`src/rtl/exec_pkg.sv`:
```
// Shared definitions for the execute stage: ALU opcodes, FSM encoding, datapath width.
package exec_pkg;

  localparam int XLEN_DEF = 32;

  localparam logic [2:0] ALU_ADD = 3'b000;
  localparam logic [2:0] ALU_SUB = 3'b001;
  localparam logic [2:0] ALU_AND = 3'b010;
  localparam logic [2:0] ALU_OR  = 3'b011;
  localparam logic [2:0] ALU_XOR = 3'b100;
  localparam logic [2:0] ALU_SLL = 3'b101;
  localparam logic [2:0] ALU_SRL = 3'b110;
  localparam logic [2:0] ALU_MUL = 3'b111;

  typedef enum logic [1:0] {
    ST_IDLE     = 2'b00,
    ST_MUL_BUSY = 2'b01
  } ex_state_e;

endpackage

```
`src/rtl/execute_stage_iter_multiplier.sv`:
```
// Iterative shift-add multiplier: one multiplier bit per cycle, low XLEN bits of the product.
module iter_multiplier
  import exec_pkg::*;
#(
  parameter int XLEN = XLEN_DEF
) (
  input  logic            clk,
  input  logic            rst_n,
  input  logic            start,
  input  logic [XLEN-1:0] multiplicand_in,
  input  logic [XLEN-1:0] multiplier_in,
  output logic            busy,
  output logic            done,
  output logic [XLEN-1:0] product
);

  localparam int CNT_W = $clog2(XLEN);
  localparam logic [CNT_W-1:0] LAST = CNT_W'(XLEN - 1);

  logic [XLEN-1:0]  mcand_q, mcand_d;
  logic [XLEN-1:0]  mplier_q, mplier_d;
  logic [XLEN-1:0]  acc_q, acc_d;
  logic [CNT_W-1:0] count_q, count_d;
  logic             busy_q, busy_d;
  logic [XLEN-1:0]  partial;

  always_comb begin
    partial  = mplier_q[count_q] ? (mcand_q << count_q) : '0;
    // product includes the current iteration so the final cycle can be captured directly
    product  = acc_q + partial;
    done     = busy_q && (count_q == LAST);
    busy     = busy_q;
    mcand_d  = mcand_q;
    mplier_d = mplier_q;
    acc_d    = acc_q;
    count_d  = count_q;
    busy_d   = busy_q;
    if (start) begin
      mcand_d  = multiplicand_in;
      mplier_d = multiplier_in;
      acc_d    = '0;
      count_d  = '0;
      busy_d   = 1'b1;
    end else if (busy_q) begin
      acc_d   = product;
      count_d = count_q + CNT_W'(1);
      if (done) busy_d = 1'b0;
    end
  end

  always_ff @(posedge clk or negedge rst_n) begin
    if (!rst_n) begin
      mcand_q  <= '0;
      mplier_q <= '0;
      acc_q    <= '0;
      count_q  <= '0;
      busy_q   <= 1'b0;
    end else begin
      mcand_q  <= mcand_d;
      mplier_q <= mplier_d;
      acc_q    <= acc_d;
      count_q  <= count_d;
      busy_q   <= busy_d;
    end
  end

endmodule

```
`src/rtl/execute_stage.sv`:
```
// Execute stage: single-cycle ALU ops registered into EX/WB, MUL via iterative multiplier with stall.
module execute_stage
  import exec_pkg::*;
#(
  parameter int XLEN    = XLEN_DEF,
  parameter int SHAMT_W = 5
) (
  input  logic            clk,
  input  logic            rst_n,
  input  logic            valid_in,
  input  logic            register_write_en_in,
  input  logic [2:0]      alu_op_in,
  input  logic [XLEN-1:0] alu_operand1_in,
  input  logic [XLEN-1:0] alu_operand2_in,
  input  logic [4:0]      register_write_addr_in,
  output logic            stall_out,
  output logic            valid_out,
  output logic            register_write_en_out,
  output logic [4:0]      register_write_addr_out,
  output logic [XLEN-1:0] alu_result_out,
  output logic            zero_flag_out
);

  ex_state_e       state_q, state_d;
  logic            valid_q, valid_d;
  logic            wen_q, wen_d;
  logic [4:0]      addr_q, addr_d;
  logic [XLEN-1:0] result_q, result_d;
  logic            zero_q, zero_d;
  logic [4:0]      hold_addr_q, hold_addr_d;
  logic            hold_en_q, hold_en_d;

  logic [XLEN-1:0] alu_res;
  logic            mul_start, mul_busy, mul_done, stall_raw;
  logic [XLEN-1:0] mul_product;

  always_comb begin
    alu_res = '0;
    case (alu_op_in)
      ALU_ADD: alu_res = alu_operand1_in + alu_operand2_in;
      ALU_SUB: alu_res = alu_operand1_in - alu_operand2_in;
      ALU_AND: alu_res = alu_operand1_in & alu_operand2_in;
      ALU_OR:  alu_res = alu_operand1_in | alu_operand2_in;
      ALU_XOR: alu_res = alu_operand1_in ^ alu_operand2_in;
      ALU_SLL: alu_res = alu_operand1_in << alu_operand2_in[SHAMT_W-1:0];
      ALU_SRL: alu_res = alu_operand1_in >> alu_operand2_in[SHAMT_W-1:0];
      default: alu_res = '0;
    endcase
  end

  assign mul_start = (state_q == ST_IDLE) && valid_in && (alu_op_in == ALU_MUL);

  iter_multiplier #(.XLEN(XLEN)) u_mul (
    .clk             (clk),
    .rst_n           (rst_n),
    .start           (mul_start),
    .multiplicand_in (alu_operand1_in),
    .multiplier_in   (alu_operand2_in),
    .busy            (mul_busy),
    .done            (mul_done),
    .product         (mul_product)
  );

  always_comb begin
    state_d     = state_q;
    valid_d     = 1'b0;
    wen_d       = 1'b0;
    addr_d      = addr_q;
    result_d    = result_q;
    zero_d      = zero_q;
    hold_addr_d = hold_addr_q;
    hold_en_d   = hold_en_q;
    stall_raw   = 1'b0;
    case (state_q)
      ST_IDLE: begin
        if (valid_in) begin
          if (alu_op_in == ALU_MUL) begin
            stall_raw   = 1'b1;
            state_d     = ST_MUL_BUSY;
            hold_addr_d = register_write_addr_in;
            hold_en_d   = register_write_en_in;
          end else begin
            valid_d  = 1'b1;
            wen_d    = register_write_en_in && (register_write_addr_in != 5'd0);
            addr_d   = register_write_addr_in;
            result_d = alu_res;
            zero_d   = (alu_res == '0);
          end
        end
      end
      ST_MUL_BUSY: begin
        // stall drops in the last iteration so upstream advances exactly as the product lands
        stall_raw = !mul_done;
        if (mul_done) begin
          state_d  = ST_IDLE;
          valid_d  = 1'b1;
          wen_d    = hold_en_q && (hold_addr_q != 5'd0);
          addr_d   = hold_addr_q;
          result_d = mul_product;
          zero_d   = (mul_product == '0);
        end else if (!mul_busy) begin
          state_d = ST_IDLE;
        end
      end
      default: state_d = ST_IDLE;
    endcase
  end

  always_ff @(posedge clk or negedge rst_n) begin
    if (!rst_n) begin
      state_q     <= ST_IDLE;
      valid_q     <= 1'b0;
      wen_q       <= 1'b0;
      addr_q      <= '0;
      result_q    <= '0;
      zero_q      <= 1'b0;
      hold_addr_q <= '0;
      hold_en_q   <= 1'b0;
    end else begin
      state_q     <= state_d;
      valid_q     <= valid_d;
      wen_q       <= wen_d;
      addr_q      <= addr_d;
      result_q    <= result_d;
      zero_q      <= zero_d;
      hold_addr_q <= hold_addr_d;
      hold_en_q   <= hold_en_d;
    end
  end

  // stall is forced low while reset is held, even if a MUL is presented
  assign stall_out               = rst_n && stall_raw;
  assign valid_out               = valid_q;
  assign register_write_en_out   = wen_q;
  assign register_write_addr_out = addr_q;
  assign alu_result_out          = result_q;
  assign zero_flag_out           = zero_q;

endmodule

```
`config.mk`:
```
export PLATFORM = sky130hd
export DESIGN_NAME = execute_stage
export DESIGN_NICKNAME = d
export VERILOG_FILES = /design/src/rtl/exec_pkg.sv /design/src/rtl/execute_stage_iter_multiplier.sv /design/src/rtl/execute_stage.sv
export SDC_FILE = /design/constraint.sdc
export NUM_CORES = 1
export LEC_CHECK = 0
export CAP_MARGIN = 30
export CORE_MARGIN = 1
export CORE_UTILIZATION = 25
export CTS_CLUSTER_DIAMETER = 100
export DETAILED_ROUTE_END_ITERATION = 10
export PLACE_DENSITY = 0.49
export SLEW_MARGIN = 20
export SYNTH_ARGS = -nofsm -noshare
export SYNTH_HDL_FRONTEND = slang
export SYNTH_SLANG_ARGS = --single-unit
```
`constraint.sdc`:
```
create_clock -name clk -period 6.65 [get_ports clk]
set_input_delay 1.33 -clock clk [delete_from_list [all_inputs] [get_ports clk]]
set_output_delay 1.33 -clock clk [all_outputs]
set_load 0.1 [all_outputs]
```
==> metrics.md <==
| Metric | Value |
|---|---|
| Outcome | `finished clean` |
| Syn_area_per_cell | `8.65 sq um` |
| Mapped Area | `about 18,000 sq um` |
| Worst Hold End | `register_write_addr_out[4]$_DFFE_PN0P_` |
| Reg clk slew, reported paths | `around 60 ps` |
| Critical Path AT | `~6300 ps` |
| Fin crit share | `approximately nine tenths` |
| FF-to-FF setup slack | `790 ps` |
| CTS tree | `built` |
| Reg-to-reg endpoint | `alu_result_out[30]$_DFFE_PN0P_` |
| Final ANT Viol Nets | `0` |
| Worst skew pair latency | `approximately 470 ps` |
| Worst-margin pin slew | `1030 ps` |
| Fin. Hold Viols | `0` |
| Sequential share of power | `between 10% and 20%` |
| Core Area | `~71,000 sq um` |
| Routability cong. | `between 0.9 and 1` |
| Die width | `271 microns` |
| Synth Area in Compound Gates | `between 20% and 30%` |
| Clock network power share | `10.8%` |
| Share of the synthesized area in the top cell type | `between 20% and 30%` |
| Post-Synth Simple-Gate Area | `15.4%` |
| Gates resized, CTS repair | `0` |
| Slowest cell on crit path | `o311ai_0` |
| DRC | `0` |
| Peak supply drop | `approximately 0.00047 V` |
| N_diodes | `0` |
| Via/cell ratio | `roughly 5.7` |
| Worst R2R Path Depth | `17` |
| Slew HR | `about 31%` |
| Final nets | `around 2,400` |
| Met1 Wirelength | `about 40,000 microns` |
| Internal | `~4.2 mW` |
| Unrepaired setup endpoints after global routing | `no` |
| Setup Fix Bufs, Post-CTS | `0` |
| Routed wire length | `85,400 microns` |
| Root buffer cell | `clkbuf_16` |
| Worst hold stages | `2` |
| Most frequent CP cell | `xnor2_1` |
| CP startpoint kind | `primary input` |
| Share of layout cells above drive strength 1 | `between 10% and 20%` |
| 1st-iter DRT viols | `between 1,500 and 2,000` |
| Cell Pwr Density | `~430 nW/um^2` |
| Lkg Pwr | `8.78 nW` |
| Adder-cell area share of the yosys netlist | `under 10%` |
| Max Cap Viol | `0` |
| Final core utilization | `about 30%` |
| Cts hold-fix bufs | `0` |
| Fin crit period | `5920 ps` |
| Number of synthesized flops with an enable pin | `0` |
| FFs w/ async S/R, synth | `100%` |
| Critical-path cell list | `clkdlybuf4s50_1, or4_1, nor4_1, nand2_1, nor3_2, and4_1, nor2_1, xnor2_1, ha_1, nand4_1, o311ai_0, a31oi_1, xnor2_1, a21oi_1, nand3_1, o211ai_2` |
| Critical Path RT | `~7000 ps` |
| Ys Warns | `0` |
| Crit Path Max Fanout | `10` |
| Mapped Nets | `2,292` |
| Cell with the most instances after synthesis | `nor2_1` |
| Dominant synthesized flop cell | `dfrtp_1` |
| Setup TNS | `0 ps` |
| # rows | `98` |
| 1st-pass router iterations | `8` |
| Cell taking the most area after synthesis | `dfrtp_1` |
| Avg WL per Cell | `27.3 microns` |
| Die height | `approximately 270 microns` |
| Switching Share | `54.4%` |
| Crit-path max cell delay | `roughly 730 ps` |
| GRT Util Overall | `~23%` |
| Io pins | `approximately 120` |
| Num Clock Sinks | `~150` |
| Top Layer Used | `met5` |
| Most common library cells after synthesis | `nor2_1 (247), a21oi_1 (150), dfrtp_1 (149)` |
| Max Freq | `about 170 MHz` |
| Slew Viols, Final | `0` |
| Worst r2r src | `u_mul.count_q[2]$_DFFE_PN0P_` |
| Worst min path class | `flip-flop to flip-flop` |
| First-pass GRT wire length | `around 120,000 microns` |
| Top cells by area, synth | `dfrtp_1 (21%), mux4_2 (10%), ha_1 (9.0%), mux2_2 (7.2%), mux2i_1 (6.6%)` |
| DR vias | `about 18,000` |
| Cells after Synth | `about 2,100` |
| TritonCTS Buffers | `17` |
| DP Wirelength | `approximately 68,000 microns` |
| Crit path kind | `primary input to flip-flop` |
| Largest net degree at the start of global routing | `66` |
| Die footprint | `roughly 73,000 sq um` |
| Setup Viol. Count Final | `0` |
| Seq/Total Area, Yosys | `slightly above 20%` |
| Remaining Overflow, GRT | `0` |
| Switch Pwr | `5.00 mW` |
| Cell variety after synth | `between 80 and 90` |
| # port buffers | `~120` |
| Max clock buf depth | `2` |
| Vias in the first global route | `about 17,000` |
| Area Growth Syn to Fin | `17.0%` |
| Hold_sp | `register_write_addr_out[4]$_DFFE_PN0P_` |
| Routed length on met2 | `roughly 37,000 microns` |
| Mux share of post-synthesis cell area | `24.6%` |
| Final Skew | `20.5 ps` |
| Metal3 WL | `between 5000 and 6000 microns` |
| Post-synthesis xor/xnor area fraction | `under 10%` |
| H-tree depth | `4` |
| Synthesized flop and latch total | `around 150` |
| Starting Density | `roughly a quarter` |
| Main combinational cell family by area after synthesis | `multiplexers` |
| Element type at the critical path end | `flip-flop` |
| Initial antenna violation count | `4` |
| Gate power share | `a little under three quarters` |
## cells in the final DEF, fill, tap and decap left out, drive strengths merged, types with 12 or more instances in the layout
cell and n:
o21a 12, o31ai 15, o21ai 96, o221ai 13
nand3 33, a21oi 151, clkdlybuf4s50 110, nand2 144
clkbuf 21, inv 93, and2 16, a21o 16
dfrtp 149, xnor2 57, nand4 13, o22ai 24
mux2 116, xor2 17, nor2b 27, a211oi 50
o211ai 22, and3 13, nor3 34, nor2 248
mux4 86, buf 115, nand2b 12, or3 12
a31oi 14, ha 130, mux2i 119, a22oi 37
## worst max-delay path: cells and delay by family
family                   cells  cell delay, ps
buffers and inverters        1             570
AO/OA/AOI/OAI                4            1340
adder cells (fa/ha/maj)      1             480
XOR/XNOR                     2             290
AND/OR/NAND/NOR              8            2270
## layout make-up
cell class,count,area (sq um)
tap,950,1190
timing repair buffer,225,2020
sequential,149,3730
multi-input combinational,1680,13200
inverter,91,342
fill,7563,50400
clock inverter,11,118
clock buffer,21,460
## power groups by stage
stage	Combinational [mW]	Sequential (mW)	Clock (mW)
2_1_floorplan	3.64	2.35	0
3_3_place_gp	6.45	1.65	0
3_5_place_dp	6.50	1.67	0
4_1_cts	6.53	1.65	1.01
5_1_grt	6.98	1.71	1.04
6_report	6.55	1.65	0.987
## flip-flops by register name, indices dropped and copies added (netlist names)
register / flops
register_write_en_out: 1
u_mul.acc_q: 32
u_mul.mplier_q: 32
u_mul.busy: 1
u_mul.mcand_q: 32
hold_en_q: 1
state_q: 1
valid_out: 1
u_mul.count_q: 5
register_write_addr_out: 5
alu_result_out: 32
hold_addr_q: 5
zero_flag_out: 1
## routing by layer
layer  up-vias  track usage, %
met4         6            7.54
met1      8941            33.1
met5         -               0
li1       7919               -
met2       819            34.6
met3       122            3.75
## metrics by stage
| stage | setup WS [ps] | total power [mW] | instance area (sq um) | cells | hold WS (ps) |
|---|---|---|---|---|---|
| floorplan | 928 | 5.99 | 18000 | 2084 | 475 |
| global placement | 346 | 8.10 | 20500 | 3092 | 461 |
| detailed placement | 368 | 8.17 | 20500 | 3093 | 468 |
| CTS | 834 | 9.19 | 21100 | 3125 | 486 |
| global route | 413 | 9.73 | 21100 | 3127 | 502 |
| finish | 730 | 9.18 | 21100 | 3127 | 482 |
## worst max path at each step
| stage | from | end | slack [ps] | cells past startpoint |
|---|---|---|---|---|
| finish | alu_operand2_in[12] | zero_flag_out$_DFFE_PN0P_ | 730 | 16 |
| global route | alu_operand2_in[12] | zero_flag_out$_DFFE_PN0P_ | 410 | 20 |
| CTS | u_mul.count_q[2]$_DFFE_PN0P_ | alu_result_out[30]$_DFFE_PN0P_ | 830 | 17 |
| detailed placement | alu_operand2_in[12] | zero_flag_out$_DFFE_PN0P_ | 370 | 20 |
| global placement | alu_operand2_in[12] | zero_flag_out$_DFFE_PN0P_ | 350 | 20 |
| floorplan | alu_op_in[2] | zero_flag_out$_DFFE_PN0P_ | 930 | 21 |
## cell families (layout without fill, tap and decap cells)
logic type	count (synthesis)	in the layout
fa+ha+maj	132	132
compound gates	551	551
mux	321	321
flops	149	149
simple gates	602	602
buf+inv	255	348
xor+xnor	74	74
Power figures use the tool's default switching activity.
==> variant, RTL diff (config.mk and constraints unchanged) <==
The package constant `XLEN_DEF` goes from 32 to 16.
--- a/src/rtl/exec_pkg.sv
+++ b/src/rtl/exec_pkg.sv
@@ -1,7 +1,7 @@
 // Shared definitions for the execute stage: ALU opcodes, FSM encoding, datapath width.
 package exec_pkg;
 
-  localparam int XLEN_DEF = 32;
+  localparam int XLEN_DEF = 16;
 
   localparam logic [2:0] ALU_ADD = 3'b000;
   localparam logic [2:0] ALU_SUB = 3'b001;
Ports: changed (resized alu_operand1_in, alu_operand2_in and alu_result_out); port bits go from 117 to 69. The function was not compared with the original's and may differ.
==> variant against the original RTL <==
  * Sequential power fell by 45%
  * Via count fell by 54%
  * Design area fell by 52%
  * Sequential cell count fell by 65
  * Synthesized area fell by 51%
  * Total power fell by 55%
  * First-iteration DRC count fell by 67%
  * Worst setup slack improved by 0.69 ns
  * Maximum frequency rose by 13%
  * Routed wire length fell by 63%
  * Final cell count fell by 52%
==> variant: results (changes against the original RTL) <==
Layout
  • Share of post-route cells with drive strength above 1: 14.2% (was 17.6%)

Clock tree
  • Clk_lat worst skew: 0.35 ns (was 0.47 ns)
  • CTS Buf Count: 9 (was 17)

Route
  • Met3 WL: 2010 um (was 5780 um)
  • Drt first pass iters: 6 (was 8)
  • Top routing layer used: met4 (was met5)
  • Met2 Wirelength: 13700 um (was 36800 um)

GRT
  • M2 GR Usage: 27.3% (was 34.6%)
  • First-pass GRT wire length: 48500 um (was 124000 um)
  • Initial antenna violation count: 1 (was 4)
  • Total track usage: 17.6% (was 23.0%)
  • Largest net degree at the start of global routing: 53 (was 66)
  • Met3 GRT Util: 3.23% (was 3.75%)
  • Vias in the first global route: 7821 (was 17200)
  • Met1 usage: 24.8% (was 33.1%)

Placement
  • Port Buf Inserts: 68 (was 116)
  • Post-place instance area: 0.00986 sq mm (was 0.0205 sq mm)
  • Placer Congestion: 0.980 (was 0.994)
  • DP HPWL: 23800 um (was 67800 um)

Worst setup path
  • Worst setup path startpoint: alu_op_in[2] (was alu_operand2_in[12])
  • R2r endpoint: alu_result_out[15] (was alu_result_out[30])
  • CP Data Arrival Time: 5.50 ns (was 6.30 ns)
  • CP Max Fanout: 15 (was 10)
  • Path depth of the worst reg2reg path: 14 (was 17)
  • Worst path max stage delay: 0.54 ns (was 0.73 ns)
  • Worst-path cell with the longest stage delay: nor2_1 (was o311ai_0)

Synth
  • Sequential area share after synthesis: 24.0% (was 20.7%)
  • Commonest cells post-synth: 88 x nor2_1, 84 x dfrtp_1, 80 x nand2_1, 65 x ha_1, 59 x mux2i_1 (was 247 x nor2_1, 150 x a21oi_1, 149 x dfrtp_1, 144 x nand2_1, 130 x ha_1)

STA
  • Worst hold slack: 0.480 ns (was 0.482 ns)

Run status
  • Status: complete, no violations (unchanged)

Pwr
  • Static Leak: 0.00417 uW (was 0.00878 uW)
-- variant: cell types whose count changed after synthesis, sizes merged, moves of 47 or more --
cell	before	now
a21oi	151	50
clkbuf	103	35
dfrtp	149	84
ha	130	65
inv	89	42
mux2	116	48
mux2i	119	59
mux4	86	29
nand2	144	80
nor2	248	88
-- variant: logic make-up (layout without fill, tap and decap cells) --
logic type,after synthesis,in the layout,share of synthesized area (%)
compound gates,253,253,19.8
xor+xnor,28,28,2.88
fa+ha+maj,67,67,9.73
buf+inv,114,149,5.65
flops,84,84,24.0
mux,136,136,20.4
other cells,0,1,0
simple gates,314,314,17.6
-- variant: through the flow --
stage / total power (uW) / cells / setup slack (ns)
floorplan: 2880 / 996 / 1.59
global placement: 3590 / 1468 / 1.18
detailed placement: 3610 / 1469 / 1.16
CTS: 4160 / 1485 / 1.54
global route: 4430 / 1486 / 1.13
finish: 4140 / 1487 / 1.42
-- variant: how the worst min path moves through the flow --
| stage | start | to | cells past startpoint |
|---|---|---|---|
| 2_1_floorplan | hold_en_q | register_write_en_out | 2 |
| 3_3_place_gp | alu_result_out[2] | alu_result_out[2] | 1 |
| 3_5_place_dp | alu_result_out[6] | alu_result_out[6] | 2 |
| 4_1_cts | alu_result_out[6] | alu_result_out[6] | 2 |
| 5_1_grt | alu_result_out[6] | alu_result_out[6] | 2 |
| 6_report | alu_result_out[6] | alu_result_out[6] | 2 |
-- variant: cell type report --
cell class              count  area, sq um
diodes                      1         2.50
clock buffers               9          225
well taps                 455          569
fillers                  3735        24400
inverters                  44          165
multi-input cells         798         6190
repair buffers             89          841
clock inverters             7         80.1
flip-flops and latches     84         2100
-- variant: report_power, final --
part,internal [uW],switching (uW)
combinational,970,1730
sequential,713,195
clock,297,234
